File: src/rtl/bc_pkg.sv
// bc_pkg: shared types and constants for the Bulls & Cows guess entry path.
// Contents:
//   DIGIT_W, NUM_DIGITS, MAX_DIGIT, GUESS_W - guess geometry
//   entry_state_t                           - guess entry FSM states
package bc_pkg;
    localparam int DIGIT_W = 4;
    localparam int NUM_DIGITS = 4;
    localparam logic [DIGIT_W-1:0] MAX_DIGIT = 4'd9;
    localparam int GUESS_W = 16;
    typedef enum logic [0:0] {ENTRY, SEND} entry_state_t;
endpackage

File: src/rtl/guess_entry_button_conditioner.sv
// button_conditioner: synchronize, debounce and edge-detect one raw push button.
// Ports:
//   clock, reset - system clock, asynchronous active-high reset
//   raw          - raw asynchronous button level
//   press        - 1-cycle pulse per debounced press, DEBOUNCE_CYCLES+2 cycles after a clean rising edge
module button_conditioner #(
    parameter logic [15:0] DEBOUNCE_CYCLES = 16'd50000
) (
    input  logic clock,
    input  logic reset,
    input  logic raw,
    output logic press
);
    logic        sync1_q, sync2_q, stable_q, stable_d, press_q;
    logic [15:0] cnt_q, cnt_d;

    // The accepted level flips only after DEBOUNCE_CYCLES consecutive
    // synchronized samples that disagree with it.
    always_comb begin
        stable_d = stable_q;
        cnt_d    = cnt_q;
        if (sync2_q == stable_q)
            cnt_d = '0;
        else if (cnt_q == DEBOUNCE_CYCLES - 16'd1) begin
            stable_d = sync2_q;
            cnt_d    = '0;
        end else
            cnt_d = cnt_q + 16'd1;
    end

    always_ff @(posedge clock or posedge reset) begin
        if (reset) begin
            sync1_q  <= 1'b0;
            sync2_q  <= 1'b0;
            stable_q <= 1'b0;
            cnt_q    <= '0;
            press_q  <= 1'b0;
        end else begin
            sync1_q  <= raw;
            sync2_q  <= sync1_q;
            stable_q <= stable_d;
            cnt_q    <= cnt_d;
            press_q  <= stable_d & ~stable_q;
        end
    end

    assign press = press_q;
endmodule

File: src/rtl/guess_entry.sv
// guess_entry: collect four BCD digits from buttons/switches and hand the guess to the game FSM.
// Ports:
//   clock, reset  - system clock, asynchronous active-high reset
//   digit_in      - switch value of the digit being entered
//   btn_digit     - raw "enter digit" button
//   btn_submit    - raw "submit guess" button
//   btn_clear     - raw "clear entry" button
//   accept        - game FSM takes the guess while confirm is high
//   guess         - assembled BCD guess, first digit in [15:12]
//   confirm       - guess valid, held until accepted
//   digit_count   - digits entered so far (0..4)
//   entry_error   - sticky invalid-action flag
//   busy          - high while a guess awaits acceptance
// Build option: define BC_UNIQUE_DIGITS_EN to reject digits already present in the entry.
module guess_entry
    import bc_pkg::*;
#(
    parameter logic [15:0] DEBOUNCE_CYCLES = 16'd50000,
    parameter int          NUM_DIGITS      = 4
) (
    input  logic               clock,
    input  logic               reset,
    input  logic [DIGIT_W-1:0] digit_in,
    input  logic               btn_digit,
    input  logic               btn_submit,
    input  logic               btn_clear,
    input  logic               accept,
    output logic [GUESS_W-1:0] guess,
    output logic               confirm,
    output logic [2:0]         digit_count,
    output logic               entry_error,
    output logic               busy
);
    if (NUM_DIGITS != bc_pkg::NUM_DIGITS) begin : g_num_digits_check
        $error("NUM_DIGITS must match bc_pkg::NUM_DIGITS");
    end

    logic               dig_p, sub_p, clr_p, dup, digit_ok;
    entry_state_t       state_q;
    logic [GUESS_W-1:0] guess_q;
    logic [2:0]         count_q;
    logic               error_q, confirm_q, busy_q;

    button_conditioner #(.DEBOUNCE_CYCLES(DEBOUNCE_CYCLES)) u_btn_digit (
        .clock(clock), .reset(reset), .raw(btn_digit), .press(dig_p)
    );
    button_conditioner #(.DEBOUNCE_CYCLES(DEBOUNCE_CYCLES)) u_btn_submit (
        .clock(clock), .reset(reset), .raw(btn_submit), .press(sub_p)
    );
    button_conditioner #(.DEBOUNCE_CYCLES(DEBOUNCE_CYCLES)) u_btn_clear (
        .clock(clock), .reset(reset), .raw(btn_clear), .press(clr_p)
    );

`ifdef BC_UNIQUE_DIGITS_EN
    // Entered digits sit in the low count_q nibbles because entry shifts left.
    always_comb begin
        dup = 1'b0;
        for (int i = 0; i < bc_pkg::NUM_DIGITS; i++)
            if (3'(i) < count_q && guess_q[i*DIGIT_W +: DIGIT_W] == digit_in)
                dup = 1'b1;
    end
`else
    assign dup = 1'b0;
`endif

    assign digit_ok = digit_in <= MAX_DIGIT && count_q < 3'(bc_pkg::NUM_DIGITS) && !dup;

    // Press priority within a cycle: clear, then submit, then digit.
    always_ff @(posedge clock or posedge reset) begin
        if (reset) begin
            state_q   <= ENTRY;
            guess_q   <= '0;
            count_q   <= '0;
            error_q   <= 1'b0;
            confirm_q <= 1'b0;
            busy_q    <= 1'b0;
        end else begin
            case (state_q)
                ENTRY: begin
                    if (clr_p) begin
                        guess_q <= '0;
                        count_q <= '0;
                        error_q <= 1'b0;
                    end else if (sub_p) begin
                        if (count_q == 3'(bc_pkg::NUM_DIGITS)) begin
                            state_q   <= SEND;
                            confirm_q <= 1'b1;
                            busy_q    <= 1'b1;
                        end else
                            error_q <= 1'b1;
                    end else if (dig_p) begin
                        if (digit_ok) begin
                            guess_q <= {guess_q[GUESS_W-DIGIT_W-1:0], digit_in};
                            count_q <= count_q + 3'd1;
                            error_q <= 1'b0;
                        end else
                            error_q <= 1'b1;
                    end
                end
                SEND: begin
                    if (accept) begin
                        state_q   <= ENTRY;
                        guess_q   <= '0;
                        count_q   <= '0;
                        error_q   <= 1'b0;
                        confirm_q <= 1'b0;
                        busy_q    <= 1'b0;
                    end
                end
            endcase
        end
    end

    assign guess       = guess_q;
    assign confirm     = confirm_q;
    assign digit_count = count_q;
    assign entry_error = error_q;
    assign busy        = busy_q;
endmodule

File: config.mk
export PLATFORM = sky130hd
export DESIGN_NAME = guess_entry
export DESIGN_NICKNAME = d
export VERILOG_FILES = /design/src/rtl/bc_pkg.sv /design/src/rtl/guess_entry_button_conditioner.sv /design/src/rtl/guess_entry.sv
export SDC_FILE = /design/constraint.sdc
export NUM_CORES = 1
export LEC_CHECK = 0
export BUFFER_PORTS_ARGS = -buffer_cell sky130_fd_sc_hd__buf_2
export CORE_MARGIN = 2
export CORE_UTILIZATION = 59
export DETAILED_ROUTE_END_ITERATION = 8
export GPL_TIMING_DRIVEN = 1
export HOLD_SLACK_MARGIN = 0.02
export PLACE_DENSITY_LB_ADDON = 0.15
export SKIP_CTS_REPAIR_TIMING = 1
export SYNTH_ARGS = -nofsm -noshare
export SYNTH_HDL_FRONTEND = slang
export SYNTH_SLANG_ARGS = --single-unit
File: constraint.sdc
create_clock -name clock -period 3 [get_ports clock]
set_clock_uncertainty 0.15 [all_clocks]
set_input_delay 0.6 -clock clock [delete_from_list [all_inputs] [get_ports clock]]
set_output_delay 0.6 -clock clock [all_outputs]
set_load 0.05 [all_outputs]
## Word-level counts from Yosys, hierarchy flattened

Index checks and enable logic that the tools add are counted.

| word-level totals | value |
|---|---|
| input port bits | 10 |
| word-level logic and storage cells | 93 |
| latch bits | 0 |
| output and inout bits | 22 |
| register bits | 82 |
| memories kept | 0 |
| bits in read-only memories | 0 |
| RAM bits | 0 |

| cells by class | value |
|---|---|
| shifts and indexed selects | 0 |
| $lt $le $gt $ge | 2 |
| muxes and demuxes | 40 |
| $add $sub $neg | 4 |
| multipliers | 0 |
| bitwise operators | 7 |
| reductions and logical operators | 4 |
| div/mod/pow operators | 0 |
| equal/unequal tests | 16 |

Operators by type and width:

| kind | count |
|---|---|
| 16-bit two-way mux | 11 |
| 16-bit by 1-bit adder with 16-bit output (second input constant) | 3 |
| 16-bit equality test (second input constant) | 3 |
| 16-bit one-hot mux with 2 select lines | 1 |
| 1-bit two-way mux | 19 |
| 3-bit two-way mux | 5 |
| 4-bit AND reduction | 2 |
| 2-bit != test (second input constant) | 3 |
| 3-bit by 2-bit != test with 1-bit output (second input constant) | 2 |
| 1-bit one-hot mux with 2 select lines | 3 |
| 3-bit one-hot mux with 2 select lines | 1 |
| 4-bit <= comparator (second input constant) | 1 |
| 4-bit by 1-bit != test with 1-bit output (second input constant) | 1 |
| 4-bit by 3-bit != test with 1-bit output (second input constant) | 1 |
| 1-bit NOT | 4 |
| 3-bit by 1-bit adder with 3-bit output (second input constant) | 1 |
| 1-bit bitwise AND | 3 |
| 1-bit equality test | 3 |
| 3-bit equality test (second input constant) | 1 |
| 3-bit < comparator (second input constant) | 1 |
| 3-bit by 1-bit != test with 1-bit output (second input constant) | 1 |
| 3-bit AND reduction | 1 |
| 2-bit by 1-bit != test with 1-bit output (second input constant) | 1 |
| 1-bit logical AND | 1 |

## Longest topological paths before layout

| logic depth | value |
|---|---|
| depth after elaboration | 7 |
| gate-level depth with buffers | 7 |
| mapped depth without buffers | 6 |

## Cells and area by module

Synthesis repeated with hierarchy kept, for this count alone.

| second synthesis, totals | value |
|---|---|
| cells, all modules | 335 |
| area, all modules | 3728.6 um2 |

Modules (own cells, without submodules):

| module | seq. area each (um2) | area each (um2) | cells an instance | times used |
|---|---|---|---|---|
| button_conditioner (u_btn_clear ...) | 500.5 | 930.9 | 87 | 2 |
| guess_entry | 550.5 | 939.7 | 72 | 1 |
| button_conditioner (u_btn_digit) | 500.5 | 927.1 | 89 | 1 |

## Worst setup path after synthesis

Ideal clock, no wire load.

| path | value |
|---|---|
| kind | flip-flop to flip-flop |
| start point | reg count_q[0], in the netlist digit_count[0] |
| end point | reg guess_q[15], in the netlist guess[15] |
| buffers on the path | 1 |
| clock period less this slack | 2.072 ns |
| cell stages (with the launch flop) | 8 |
| required time | 2.729 ns |
| data arrival time | 1.801 ns |
| setup time | 0.121 ns |
| slack | 0.928 ns |
| path through | dfrtp_1 > inv_1 > ha_1 > nand3_1 > o2bb2ai_1 > o21bai_2 > buf_2 > a22o_1 |

| between the ends | value |
|---|---|
| word-level cells in the longest chain between the ends | 4 |

RTL lines:

| item | line | text |
|---|---|---|
| start: declaration | guess_entry.sv:41 | `logic [2:0] count_q;` |
| start signal: assignment | guess_entry.sv:94 | `count_q <= count_q + 3'd1;` |
| 3-bit < comparator | guess_entry.sv:66 | `assign digit_ok = digit_in <= MAX_DIGIT && count_q < 3'(bc_pkg::NUM_DIGITS) && !dup;` |
| 1-bit logical AND | guess_entry.sv:66 |  |
| 3-bit by 2-bit != test with 1-bit output (no line) | - |  |
| 4-bit AND reduction (no line) | - |  |
| end signal: assignment | guess_entry.sv:93 | `guess_q <= {guess_q[GUESS_W-DIGIT_W-1:0], digit_in};` |
| end: declaration | guess_entry.sv:40 | `logic [GUESS_W-1:0] guess_q;` |

Every way passes these cells.
A chain may end at the register's enable or synchronous reset.

## Worst setup path in the final report

| path | value |
|---|---|
| start point | reg u_btn_digit.cnt_q[11] |
| end point | reg u_btn_digit.cnt_q[10] |

| between the ends | value |
|---|---|
| word-level cells in the longest chain between the ends | 3 |

RTL lines:

| item | line | text |
|---|---|---|
| start: declaration | guess_entry_button_conditioner.sv:15 | `logic [15:0] cnt_q, cnt_d;` |
| start signal: assignment | guess_entry_button_conditioner.sv:42 | `cnt_q <= cnt_d;` |
| 16-bit equality test | guess_entry_button_conditioner.sv:24 | `else if (cnt_q == DEBOUNCE_CYCLES - 16'd1) begin` |
| 16-bit two-way mux | guess_entry_button_conditioner.sv:24 |  |
| 16-bit two-way mux | guess_entry_button_conditioner.sv:22 | `if (sync2_q == stable_q)` |
| net u_btn_digit.cnt_d[10] | guess_entry_button_conditioner.sv:15 |  |

The timed path passes the listed nets, and every way through them passes these cells.

==> flow_summary.html <==
<table>
<tr><th>Metric</th><th>Value</th></tr>
<tr><th colspan="2">Routing</th></tr>
<tr><td>Wire length reported by the detailed router</td><td>6500 um</td></tr>
<tr><td>Iteration count of the initial detailed-routing pass</td><td>5</td></tr>
<tr><td>Vias after detailed routing</td><td>around 2.6k</td></tr>
<tr><td>Vias per std cell</td><td>5.70</td></tr>
<tr><td>Violation count after the first detailed-route iteration</td><td>151</td></tr>
<tr><td>Final routed DRC violation total</td><td>0</td></tr>
<tr><td>Routed len/inst</td><td>14.5 um</td></tr>
<tr><td>Post-route ant nets</td><td>0</td></tr>
<tr><th colspan="2">Place</th></tr>
<tr><td>Weighted congestion reported at the end of routability-driven placement</td><td>roughly 0.86</td></tr>
<tr><td>Pre-CTS worst setup slack</td><td>about 760 ps</td></tr>
<tr><td>Port Buffers</td><td>31</td></tr>
<tr><td>HPWL after DPL</td><td>4360 um</td></tr>
<tr><th colspan="2">STA</th></tr>
<tr><td>Final Slew Violations</td><td>0</td></tr>
<tr><td>Post-route fraction of the period consumed by the critical path</td><td>between 70% and 80%</td></tr>
<tr><td>Achievable Freq</td><td>456 MHz</td></tr>
<tr><td>Worst relative slew slack</td><td>53.5%</td></tr>
<tr><td>Final worst slack</td><td>approximately 800 ps</td></tr>
<tr><td>Final-layout setup total negative slack</td><td>0 ps</td></tr>
<tr><td>Actual slew at the worst max-slew pin</td><td>around 700 ps</td></tr>
<tr><td>Final min period</td><td>2190 ps</td></tr>
<tr><td>Hold Vio Cnt, Final</td><td>0</td></tr>
<tr><td>Setup-failing EPs final</td><td>0</td></tr>
<tr><td>Setup repair after global routing missed its margin</td><td>false</td></tr>
<tr><th colspan="2">Cells and area</th></tr>
<tr><td>Final #Nets</td><td>about 380</td></tr>
<tr><td>Fraction of final layout cells with drive strength greater than 1</td><td>15.3%</td></tr>
<tr><td>Inserted Diodes</td><td>0</td></tr>
<tr><td>Syn-to-layout area delta</td><td>12.7%</td></tr>
<tr><th colspan="2">Logic synthesis</th></tr>
<tr><td>Sequential share of the synthesized area</td><td>a little under three fifths</td></tr>
<tr><td>Syn Area/Cell</td><td>10.9 um2</td></tr>
<tr><td>Syn Inst Count</td><td>333</td></tr>
<tr><td>Syn. warnings</td><td>0</td></tr>
<tr><td>Share of the synthesized area in the top cell type</td><td>56.7%</td></tr>
<tr><td>Share of async-settable or async-resettable flops after synthesis</td><td>100%</td></tr>
<tr><td>Top post-synthesis cells by count</td><td>sky130_fd_sc_hd__dfrtp_1, sky130_fd_sc_hd__nor2_1, sky130_fd_sc_hd__xnor2_1, sky130_fd_sc_hd__nand3_1</td></tr>
<tr><td>Top flip-flop cell by instance count after synthesis</td><td>sky130_fd_sc_hd__dfrtp_1</td></tr>
<tr><td>Post-synthesis instance area</td><td>between 3000 and 4000 um2</td></tr>
<tr><td>Net count of the mapped netlist</td><td>348</td></tr>
<tr><td>Netlist cell types</td><td>41</td></tr>
<tr><td>FF+latch count, synth</td><td>82</td></tr>
<tr><td>Post-synth EDFFs</td><td>0</td></tr>
<tr><td>Synth area leader</td><td>sky130_fd_sc_hd__dfrtp_1</td></tr>
<tr><td>Largest cells by area after synthesis</td><td>sky130_fd_sc_hd__dfrtp_1, sky130_fd_sc_hd__xnor2_1, sky130_fd_sc_hd__nor2_1</td></tr>
<tr><td>Most frequently used cell type in the post-synthesis netlist</td><td>sky130_fd_sc_hd__dfrtp_1</td></tr>
<tr><th colspan="2">Clocking</th></tr>
<tr><td># H-tree levels</td><td>3</td></tr>
<tr><td>TritonCTS clock tree</td><td>yes</td></tr>
<tr><td>Total clock sinks</td><td>82</td></tr>
<tr><td>Worst skew pair latency</td><td>360 ps</td></tr>
<tr><td>Buffer cell driving the clock tree root</td><td>sky130_fd_sc_hd__clkbuf_8</td></tr>
<tr><td>Largest buffer count on any clock path</td><td>2</td></tr>
<tr><td>CTS clk-pin slew, worst paths</td><td>80 ps</td></tr>
<tr><td>Number of buffers created by CTS</td><td>9</td></tr>
<tr><th colspan="2">Floorplan</th></tr>
<tr><td>Placeable core region</td><td>between 5000 and 6000 um2</td></tr>
<tr><td>Die Ht</td><td>approximately 80 um</td></tr>
<tr><td>Core Rows</td><td>28</td></tr>
<tr><td>I/O pin total</td><td>32</td></tr>
<tr><td>X dimension of the die</td><td>82.3 um</td></tr>
<tr><td>Die Footprint</td><td>6780 um2</td></tr>
<tr><td>Initial core utilization</td><td>61.1%</td></tr>
<tr><th colspan="2">Power</th></tr>
<tr><td>Combinational group share of total power</td><td>3.6%</td></tr>
<tr><td>Register share of total power</td><td>53.3%</td></tr>
<tr><td>Clock share of power</td><td>43.1%</td></tr>
<tr><td>Psw</td><td>around 0.00047 W</td></tr>
<tr><td>Sw Ratio</td><td>around 22%</td></tr>
<tr><td>Tot Pwr</td><td>about 0.0021 W</td></tr>
<tr><td>Max VDD drop</td><td>0.402 mV</td></tr>
<tr><td>Leakage power figure</td><td>about 1.8 nW</td></tr>
<tr><td>Cell internal power dissipation</td><td>0.00166 W</td></tr>
<tr><td>Total power density per cell area</td><td>522 nW/um2</td></tr>
<tr><th colspan="2">Global route</th></tr>
<tr><td>Maximum number of pins on one net before global-route repair</td><td>between 40 and 50</td></tr>
<tr><td>Wire length of the first global-routing pass</td><td>11100 um</td></tr>
<tr><td>Vias in the first global route</td><td>2399</td></tr>
<tr><td>Global route total overflow</td><td>0</td></tr>
<tr><td>Number of antenna violations at the first check in global routing</td><td>0</td></tr>
<tr><td>Total Routing Usage GR</td><td>roughly 22%</td></tr>
<tr><th colspan="2">Critical path</th></tr>
<tr><td>Data required time at the worst endpoint</td><td>3070 ps</td></tr>
<tr><td>Startpoint of the worst register-to-register path</td><td>u_btn_digit.cnt_q[11]</td></tr>
<tr><td>Data arrival, critical path</td><td>2270 ps</td></tr>
<tr><td>Biggest fanout along the worst timing path</td><td>15</td></tr>
<tr><td>Critical path launch point type</td><td>register</td></tr>
<tr><td>Category of the most critical setup path</td><td>register to register</td></tr>
<tr><td>Launching instance or port of the critical path</td><td>u_btn_digit.cnt_q[11]</td></tr>
<tr><td>Capturing element type of the critical path</td><td>register</td></tr>
<tr><th colspan="2">Status</th></tr>
<tr><td>Result of the run</td><td>completed</td></tr>
<tr><th colspan="2">Min path</th></tr>
<tr><td>Kind of path behind the tightest hold check</td><td>input port to asynchronous set/reset pin</td></tr>
<tr><th colspan="2">Job</th></tr>
<tr><td>Max-cap viol count</td><td>0</td></tr>
</table>
-- layer usage --
layer	global-route usage, %	vias to the layer above	wire length [um]	part of all wire (%)
li1	-	1241	-	-
met1	29.8	1230	3090	48
met2	32.9	68	2980	46
met3	4.35	15	281	4.3
met4	11.5	0	147	2.3
met5	0	-	0	0
-- layout by cell type (no fill, tap or decap), types with 3 or more instances in the layout --
| cell | instances |
|---|---|
| sky130_fd_sc_hd__dfrtp_1 | 82 |
| sky130_fd_sc_hd__nor2_1 | 54 |
| sky130_fd_sc_hd__xnor2_1 | 35 |
| sky130_fd_sc_hd__buf_2 | 31 |
| sky130_fd_sc_hd__nand3_1 | 18 |
| sky130_fd_sc_hd__nand2_1 | 16 |
| sky130_fd_sc_hd__a22o_1 | 16 |
| sky130_fd_sc_hd__nand4_1 | 12 |
| sky130_fd_sc_hd__nor4_1 | 12 |
| sky130_fd_sc_hd__inv_1 | 12 |
| sky130_fd_sc_hd__nor3_1 | 11 |
| sky130_fd_sc_hd__clkbuf_8 | 11 |
| sky130_fd_sc_hd__xor2_1 | 8 |
| sky130_fd_sc_hd__o21ai_0 | 6 |
| sky130_fd_sc_hd__ha_1 | 5 |
| sky130_fd_sc_hd__and3_1 | 4 |
| sky130_fd_sc_hd__a21oi_1 | 3 |
-- area by class of cell --
class                      count  area, um2
sequential                    82       2050
tap                           75       93.8
fill                         441       1840
clock buffer                  11        151
clock inverter                 5       85.1
timing repair buffer          32        175
inverter                      13       50.0
multi-input combinational    230       1470
-- power groups by stage --
stage / clock network [W] / logic, W / registers, W
2_1_floorplan: 0 / 0.0000508 / 0.00116
3_3_place_gp: 0 / 0.0000779 / 0.00116
3_5_place_dp: 0 / 0.0000797 / 0.00116
4_1_cts: 0.000939 / 0.0000799 / 0.00113
5_1_grt: 0.000991 / 0.0000896 / 0.00114
6_report: 0.000919 / 0.0000770 / 0.00114
-- flip-flops by register name, summed over array words and instances (netlist names), 3 cells and up --
name,flops
digit_count,3
u_btn_digit.cnt_q,16
u_btn_submit.cnt_q,16
u_btn_clear.cnt_q,16
guess,16
-- cell families (layout without fill, tap and decap cells) --
| logic type | count (synthesis) | in the layout | synth area share [%] |
|---|---|---|---|
| and+or+nand+nor | 148 | 148 | 20.9 |
| DFF | 82 | 82 | 56.7 |
| xor gates and xnor gates | 43 | 43 | 10.4 |
| AOI/OAI and AO/OA | 31 | 31 | 6.60 |
| buffers and inverters | 21 | 61 | 2.63 |
| adders and majority gates | 5 | 5 | 1.73 |
| muxes | 3 | 3 | 1.04 |
-- final timing paths --
| check | to | slack (ps) | cells after the start |
|---|---|---|---|
| min in group clock | u_btn_digit.sync1_q | 200 | 1 |
| min | u_btn_submit.cnt_q[5] | 160 | 2 |
| min reg2reg | u_btn_submit.sync2_q | 210 | 0 |
| max | u_btn_digit.cnt_q[10] | 810 | 4 |
| max reg2reg | u_btn_digit.cnt_q[10] | 810 | 4 |
| max in group asynchronous | u_btn_clear.cnt_q[11] | 1910 | 3 |
-- worst max-delay path, cell delays in order (launching register included) --
cell                      delay, ps
sky130_fd_sc_hd__dfrtp_1        430
sky130_fd_sc_hd__or3_1          360
sky130_fd_sc_hd__or4_1          600
sky130_fd_sc_hd__nand2_1        420
sky130_fd_sc_hd__nor2_1         100
-- through the flow --
| stage | instances | hold slack [ps] | utilization, % | cell area (um2) |
|---|---|---|---|---|
| after global routing | 448 | 195 | 68.9 | 4080 |
| after global placement | 432 | 184 | 64.9 | 3840 |
| after CTS | 448 | 176 | 68.9 | 4080 |
| final | 448 | 160 | 68.9 | 4080 |
| after floorplan | 333 | 181 | - | 3620 |
| after detailed placement | 432 | 191 | 64.9 | 3840 |
(Power assumes the default switching activity.)
